**src/rtl/button_event_capture_pkg.sv**
```systemverilog
// Shared constants for the button/interrupt front end of the rhythm-game CPU.
// Holds the default channel count, debounce window and timestamp width.
package button_event_capture_pkg;

    localparam int unsigned NUM_BTN         = 20;
    localparam int unsigned DEBOUNCE_CYCLES = 50000;
    localparam int unsigned CNT_W           = 16;
    localparam int unsigned WIDTH           = 32;

    // At a 50 MHz clock the default debounce window is exactly one millisecond tick.
    localparam int unsigned CLK_HZ          = 50_000_000;
    localparam int unsigned TICKS_PER_MS    = CLK_HZ / 1000;

endpackage

```
**src/rtl/button_event_capture_if.sv**
```systemverilog
// Bundle between the board/CPU side (master) and the capture block (slave).
interface button_event_capture_if
    import button_event_capture_pkg::*;
#(
    parameter int unsigned NUM_BTN = button_event_capture_pkg::NUM_BTN,
    parameter int unsigned WIDTH   = button_event_capture_pkg::WIDTH
);
    logic [NUM_BTN-1:0] btn_raw;
    logic [WIDTH-1:0]   millis;
    logic [NUM_BTN-1:0] ack;
    logic [NUM_BTN-1:0] interrupt;
    logic [NUM_BTN-1:0] btn_level;
    logic [NUM_BTN-1:0] overrun;
    logic [WIDTH-1:0]   last_ts;
    logic               any_pend;

    modport master (
        output btn_raw, millis, ack,
        input  interrupt, btn_level, overrun, last_ts, any_pend
    );

    modport slave (
        input  btn_raw, millis, ack,
        output interrupt, btn_level, overrun, last_ts, any_pend
    );
endinterface

```
**src/rtl/button_event_capture_debounce.sv**
```systemverilog
// One button channel: 2-flop synchroniser, hold counter and accepted stable level.
module btn_debounce_bit
    import button_event_capture_pkg::*;
#(
    parameter int unsigned DEBOUNCE_CYCLES = button_event_capture_pkg::DEBOUNCE_CYCLES,
    parameter int unsigned CNT_W           = button_event_capture_pkg::CNT_W
) (
    input  logic i_clk,
    input  logic i_rst,
    input  logic i_raw,
    output logic o_level,
    output logic o_rise
);
    logic             r_s1;
    logic             r_s2;
    logic             r_stable;
    logic [CNT_W-1:0] r_cnt;
    logic             w_diff;
    logic             w_accept;

    assign w_diff   = r_s2 ^ r_stable;
    assign w_accept = w_diff && (r_cnt == CNT_W'(DEBOUNCE_CYCLES - 1));

    always_ff @(posedge i_clk or posedge i_rst) begin
        if (i_rst) begin
            r_s1     <= 1'b0;
            r_s2     <= 1'b0;
            r_stable <= 1'b0;
            r_cnt    <= '0;
        end else begin
            r_s1 <= i_raw;
            r_s2 <= r_s1;
            if (!w_diff) begin
                r_cnt <= '0;
            end else if (w_accept) begin
                r_stable <= r_s2;
                r_cnt    <= '0;
            end else begin
                r_cnt <= r_cnt + CNT_W'(1);
            end
        end
    end

    assign o_level = r_stable;
    // High during the cycle whose closing edge flips stable 0->1, so the
    // pending flag and the level update on the same edge.
    assign o_rise  = w_accept & r_s2;
endmodule

```
**src/rtl/button_event_capture.sv**
```systemverilog
// Debounced press capture feeding the CPU interrupt bus, with sticky
// pending/overrun flags and a millisecond timestamp of the latest press.
module button_event_capture
    import button_event_capture_pkg::*;
#(
    parameter int unsigned NUM_BTN         = button_event_capture_pkg::NUM_BTN,
    parameter int unsigned DEBOUNCE_CYCLES = button_event_capture_pkg::DEBOUNCE_CYCLES,
    parameter int unsigned CNT_W           = button_event_capture_pkg::CNT_W,
    parameter int unsigned WIDTH           = button_event_capture_pkg::WIDTH
) (
    input  logic                   clk,
    input  logic                   rst,
    button_event_capture_if.slave  bus
);
    logic [NUM_BTN-1:0] w_level;
    logic [NUM_BTN-1:0] w_rise;
    logic [NUM_BTN-1:0] r_int;
    logic [NUM_BTN-1:0] r_ovr;
    logic [WIDTH-1:0]   r_ts;

    for (genvar g = 0; g < NUM_BTN; g++) begin : g_ch
        btn_debounce_bit #(
            .DEBOUNCE_CYCLES (DEBOUNCE_CYCLES),
            .CNT_W           (CNT_W)
        ) u_db (
            .i_clk   (clk),
            .i_rst   (rst),
            .i_raw   (bus.btn_raw[g]),
            .o_level (w_level[g]),
            .o_rise  (w_rise[g])
        );
    end

    // A press always sets pending even against a same-edge ack; an ack in
    // that cycle means the CPU consumed the old event, so it is not an overrun.
    always_ff @(posedge clk or posedge rst) begin
        if (rst) begin
            r_int <= '0;
            r_ovr <= '0;
            r_ts  <= '0;
        end else begin
            r_int <= w_rise | (r_int & ~bus.ack);
            r_ovr <= ~bus.ack & (r_ovr | (w_rise & r_int));
            if (|w_rise)
                r_ts <= bus.millis;
        end
    end

    assign bus.interrupt = r_int;
    assign bus.btn_level = w_level;
    assign bus.overrun   = r_ovr;
    assign bus.last_ts   = r_ts;
    assign bus.any_pend  = |r_int;
endmodule

```
**src/flat_wrapper.sv**
```systemverilog
// flat-port wrapper written by rule: the top's interface ports become plain ports
module button_event_capture_flat import button_event_capture_pkg::*;
#(
    parameter int unsigned NUM_BTN         = button_event_capture_pkg::NUM_BTN,
    parameter int unsigned DEBOUNCE_CYCLES = button_event_capture_pkg::DEBOUNCE_CYCLES,
    parameter int unsigned CNT_W           = button_event_capture_pkg::CNT_W,
    parameter int unsigned WIDTH           = button_event_capture_pkg::WIDTH
)
  (clk, rst, bus_btn_raw, bus_millis, bus_ack, bus_interrupt, bus_btn_level, bus_overrun, bus_last_ts, bus_any_pend);
  button_event_capture_if #(.NUM_BTN(NUM_BTN), .WIDTH(WIDTH)) bus_i ();
  input  logic clk;
  input  logic rst;
  input wire logic [$bits(bus_i.btn_raw)-1:0] bus_btn_raw;
  input wire logic [$bits(bus_i.millis)-1:0] bus_millis;
  input wire logic [$bits(bus_i.ack)-1:0] bus_ack;
  output wire logic [$bits(bus_i.interrupt)-1:0] bus_interrupt;
  output wire logic [$bits(bus_i.btn_level)-1:0] bus_btn_level;
  output wire logic [$bits(bus_i.overrun)-1:0] bus_overrun;
  output wire logic [$bits(bus_i.last_ts)-1:0] bus_last_ts;
  output wire logic [$bits(bus_i.any_pend)-1:0] bus_any_pend;
  assign bus_i.btn_raw = bus_btn_raw;
  assign bus_i.millis = bus_millis;
  assign bus_i.ack = bus_ack;
  assign bus_interrupt = bus_i.interrupt;
  assign bus_btn_level = bus_i.btn_level;
  assign bus_overrun = bus_i.overrun;
  assign bus_last_ts = bus_i.last_ts;
  assign bus_any_pend = bus_i.any_pend;
  button_event_capture #(.NUM_BTN(NUM_BTN), .DEBOUNCE_CYCLES(DEBOUNCE_CYCLES), .CNT_W(CNT_W), .WIDTH(WIDTH)) u_core (.clk(clk), .rst(rst), .bus(bus_i));
endmodule
```
**config.mk**
```make
export PLATFORM = sky130hd
export DESIGN_NAME = button_event_capture_flat
export DESIGN_NICKNAME = d
export VERILOG_FILES = /design/src/rtl/button_event_capture_pkg.sv /design/src/rtl/button_event_capture_if.sv /design/src/rtl/button_event_capture_debounce.sv /design/src/rtl/button_event_capture.sv /design/src/flat_wrapper.sv
export SDC_FILE = /design/constraint.sdc
export NUM_CORES = 1
export LEC_CHECK = 0
export ABC_AREA = 1
export CAP_MARGIN = 20
export CELL_PAD_IN_SITES_DETAIL_PLACEMENT = 1
export CELL_PAD_IN_SITES_GLOBAL_PLACEMENT = 1
export CORE_MARGIN = 10
export CORE_UTILIZATION = 48
export DETAILED_ROUTE_END_ITERATION = 8
export GPL_TIMING_DRIVEN = 0
export MAX_ROUTING_LAYER = met4
export PLACE_DENSITY = 0.89
export SLEW_MARGIN = 20
export SYNTH_ARGS = -nofsm -noshare
export SYNTH_HDL_FRONTEND = slang
export SYNTH_HIERARCHICAL = 1
export SYNTH_SLANG_ARGS = --single-unit
```
**constraint.sdc**
```tcl
create_clock -name clk -period 4.5 [get_ports clk]
set_clock_uncertainty 0.15 [all_clocks]
set_input_delay 1.125 -clock clk [delete_from_list [all_inputs] [get_ports clk]]
set_output_delay 1.125 -clock clk [all_outputs]
set_load 0.02 [all_outputs]
```
# After elaboration in Yosys (flattened, before gate mapping)
# Cells that the tools add are included.
classes:
  add_sub_neg: 20
  n_eq_ne: 20
  mux: 40
  n_bitwise: 46
  reduce_logical: 42
op_table:
  columns: ["operator", "count"]
  rows:
  - ["16-bit two-way mux", 40]
  - ["16-bit by 1-bit adder with 16-bit output (second input constant)", 20]
  - ["16-bit == test (second input constant)", 20]
  - ["20-bit AND", 3]
  - ["20-bit OR", 2]
  - ["2-bit AND reduction", 20]
  - ["20-bit OR reduction", 2]
  - ["1-bit AND", 20]
  - ["1-bit logical AND", 20]
  - ["20-bit inverter", 1]
  - ["1-bit XOR", 20]
word_totals:
  register_bits: 452
  input_bits: 74
  out_inout_bits: 93
  word_cells: 251

# Depth between registers and ports, before layout
logic_depth:
  word_depth: 6
  ltp_mapped: 13
  depth_no_buf: 12

# Hierarchy
# The synthesis kept the hierarchy.
by_module_without_submodules:
  columns: ["mod", "instances", "cells_per_inst", "area_per_inst_um2", "seq_area_each_um2"]
  rows:
  - ["btn_debounce_bit", 20, 139, 1057.3, 475.5]
  - ["button_event_capture", 1, 292, 2872.8, 1801.7]

# Least setup slack after synthesis
# OpenSTA, ideal clock, no wires.
synth_path:
  path_type: "reg-to-output"
  start: "register u_core.r_int[2] (netlist: u_core/bus.interrupt[2])"
  end: "output port bus_any_pend"
  arrival_ps: 954
  required_ps: 3225
  path_slack_ps: 2271
  stages_incl_launch_ff: 3
  n_path_buf: 0
  cell_sequence: "dfrtp_1 > nor4_1 > nand3_1"
synth_via:
  elab_chain_cells: 1
synth_lines:
  columns: ["element", "line_no", "rtl"]
  rows:
  - ["from (decl)", "button_event_capture.sv:17", "logic [NUM_BTN-1:0] r_int;"]
  - ["from (signal assigned)", "button_event_capture.sv:42", "r_int <= w_rise | (r_int & ~bus.ack);"]
  - ["20-bit OR reduction", "button_event_capture.sv:53", "assign bus.any_pend = |r_int;"]
  - ["to (decl)", "flat_wrapper.sv:20", "output wire logic [$bits(bus_i.any_pend)-1:0] bus_any_pend;"]
# Every way passes these cells.

# Final worst setup path
# Same ends and word-level chain as after synthesis.

==> run metrics <==
Worst Max-Slew Pin Slew 937 ps; Resize count post-CTS 0; top cells by area, synth dfrtp_1 (47%), nand2_1 (11%), nor2_1 (7.6%); nature of the critical path endpoint output port; CTS Buf Count 51; clock tree buffer depth 3; VDD IR max 0.251 mV; WP data arrival 2730 ps; CTS root buffer clkbuf_16; cell taking the most area after synthesis dfrtp_1; sequential share of the synthesized area 0.471; Sw Ratio 0.230; ANT nets after route 0; num rows 81; Max Clk Rate 250 MHz; first-pass GRT wire length 121000 um; area growth from synthesis to layout 17.9%; CP delay by family, top simple AND/OR/NAND/NOR gates; WS Path Type reg -> out; # Max-Cap Violations 0; Clock power frac 0.493; Synth Cell Area 24000 um^2; via count 21600; DR vias/cell 5.40; Final Max Tran Viols 0; hold_buf cts 0; CTS tree done; critical-path maximum fanout 4; Slew HR 0.370; final setup fails 0; Routed WL 72300 um; Clock Sink Count 452; Lkg Pwr 12.9 nW; WL/cell 18.1 um; Post-Syn Instances 3072; Worst Path Buf+Inv 1; vias in the first global route 23900; TNS Setup 0 ps; Final Hold Viols 0; largest net degree at the start of global routing 46; Ports 167; Final HPWL DP 52000 um; Flop pwr share 0.465; count of input and output buffers 166; mean post-synth cell area 7.82 um^2; Starting Density 0.488; most frequent cells in the layout nand2_1 (709), nor2_1 (489), dfrtp_1 (452); Post-Place Cell Area 26500 um^2; Logic pwr share 0.042; unrepaired setup endpoints after global routing no; Switching Power 2.07 mW; Synth warnings 6; final instance area 28300 um^2; fin nets 3386; Residual DRC 0; Post-CTS Setup Bufs 0; syn_nets 3166; Req. time, crit path 3220 ps; most common cell after layout, fill and taps aside nand2_1; startpoint types flop; Period minus WS final 4010 ps; HP Class reg -> reg; die area 59400 um^2; clk_lat worst skew 600 ps; power per cell area 317 nW/um^2; Chip Height 244 um; Tot GR Track Use 0.251; number of DRC markers in iteration 0 981; top-area cell type share of the netlist area 0.471; Core ar. 49300 um^2; register bit total from synthesis 452; Clock Pin Slew Worst Setup and Hold Paths 60 ps; grt total ovfl 0; post-synthesis cell type count 25; period utilisation layout 0.890; initial antenna violation count 2; placer congestion estimate 0.866; status complete, no violations; Crit path largest cell delay 850 ps; Pre-antenna DRT Iters 5; Die X 244 um; layout cells sized above 1 0.147; htree depth 2; Slowest-stage cell, CP nor4_1; worst path cell trace nor4_1 -> nand3_1 -> clkdlybuf4s50_1; Int Pwr 6.92 mW
==> final timing paths <==
check                                              from                      endpoint  slack (ps)  cells past startpoint
setup / recovery                u_core/bus.interrupt[2]                  bus_any_pend         490                      3
hold / removal                u_core/g_ch[15].u_db/r_s1     u_core/g_ch[15].u_db/r_s2         200                      0
setup reg to reg           u_core/g_ch[2].u_db/r_cnt[0]        u_core/bus.last_ts[25]        1760                     12
hold reg to reg               u_core/g_ch[15].u_db/r_s1     u_core/g_ch[15].u_db/r_s2         200                      0
max in group asynchronous                           rst  u_core/g_ch[2].u_db/r_cnt[1]        2750                      2
min in group asynchronous                           rst         u_core/bus.overrun[3]         790                      2
==> power groups by stage <==
stage | Sequential (mW) | Clock (mW) | Combinational [mW]
global placement | 4.25 | 0 | 0.348
floorplan | 4.24 | 0 | 0.216
detailed placement | 4.25 | 0 | 0.375
finish | 4.18 | 4.43 | 0.374
global route | 4.19 | 4.72 | 0.423
CTS | 4.18 | 4.54 | 0.382
==> through the flow <==
stage / std cells / worst slack (ps) / total power, mW / hold WS (ps) / utilization
finish: 3999 / 493 / 8.99 / 196 / 0.575
global route: 3999 / 356 / 9.33 / 201 / 0.575
CTS: 3998 / 334 / 9.10 / 199 / 0.575
detailed placement: 3903 / 973 / 4.63 / 186 / 0.539
global placement: 3902 / -1500 / 4.59 / 182 / 0.538
floorplan: 3072 / 1400 / 4.45 / 181 / -
==> logic make-up after synthesis <==
kind of cell,synth area share
flip-flops,0.471
XOR/XNOR,0.0219
AND/OR/NAND/NOR,0.379
AO/OA/AOI/OAI,0.0463
adder cells (fa/ha/maj),0.0104
buffers and inverters,0.0711
==> worst reg2reg max path, cell delays in order, from the launching register on <==
cell	delay (ps)
dfrtp_1	400
ha_1	260
nand2_2	140
nor2_4	70
nand4_1	100
nor2_1	70
inv_1	190
nand2_1	100
nor2_2	510
nand3_4	250
buf_6	230
nand2_1	80
nand2_1	80
==> state kept, by name, summed over array words and instances, names as in the netlist <==
name / flops
u_core/g_ch.u_db/r_s2: 20
u_core/bus.overrun: 20
u_core/g_ch.u_db/r_cnt: 320
u_core/g_ch.u_db/r_s1: 20
u_core/bus.interrupt: 20
u_core/bus.last_ts: 32
u_core/g_ch.u_db/o_level: 20
==> cells in the mapped netlist (all sizes together) <==
cell type / number
a21oi: 60
a31oi: 20
buf: 32
dfrtp: 452
ha: 20
inv: 407
nand2: 829
nand3: 263
nand4: 136
nor2: 612
nor3: 20
nor3b: 20
nor4: 1
o21ai: 26
o21bai: 74
or2: 40
xor2: 60
==> metal layers <==
layer,share of wire,vias up,global-route usage
li1,-,10200,-
met5,0,-,-
met2,0.52,407,0.443
met1,0.41,10900,0.282
met4,0.029,0,0.0862
met3,0.045,145,0.0430
==> area by class of cell <==
| cell class | instances | area, um^2 |
|---|---|---|
| Fill cell | 6115 | 20900 |
| Clock inverter | 21 | 241 |
| Multi-Input combinational cell | 2181 | 11000 |
| Buffer | 32 | 179 |
| Inverter | 407 | 1530 |
| Sequential cell | 452 | 11300 |
| Tap cell | 664 | 831 |
| Timing Repair Buffer | 167 | 1680 |
| Antenna cell | 1 | 2.50 |
| Clock buffer | 74 | 1550 |
(Power assumes the default switching activity.)
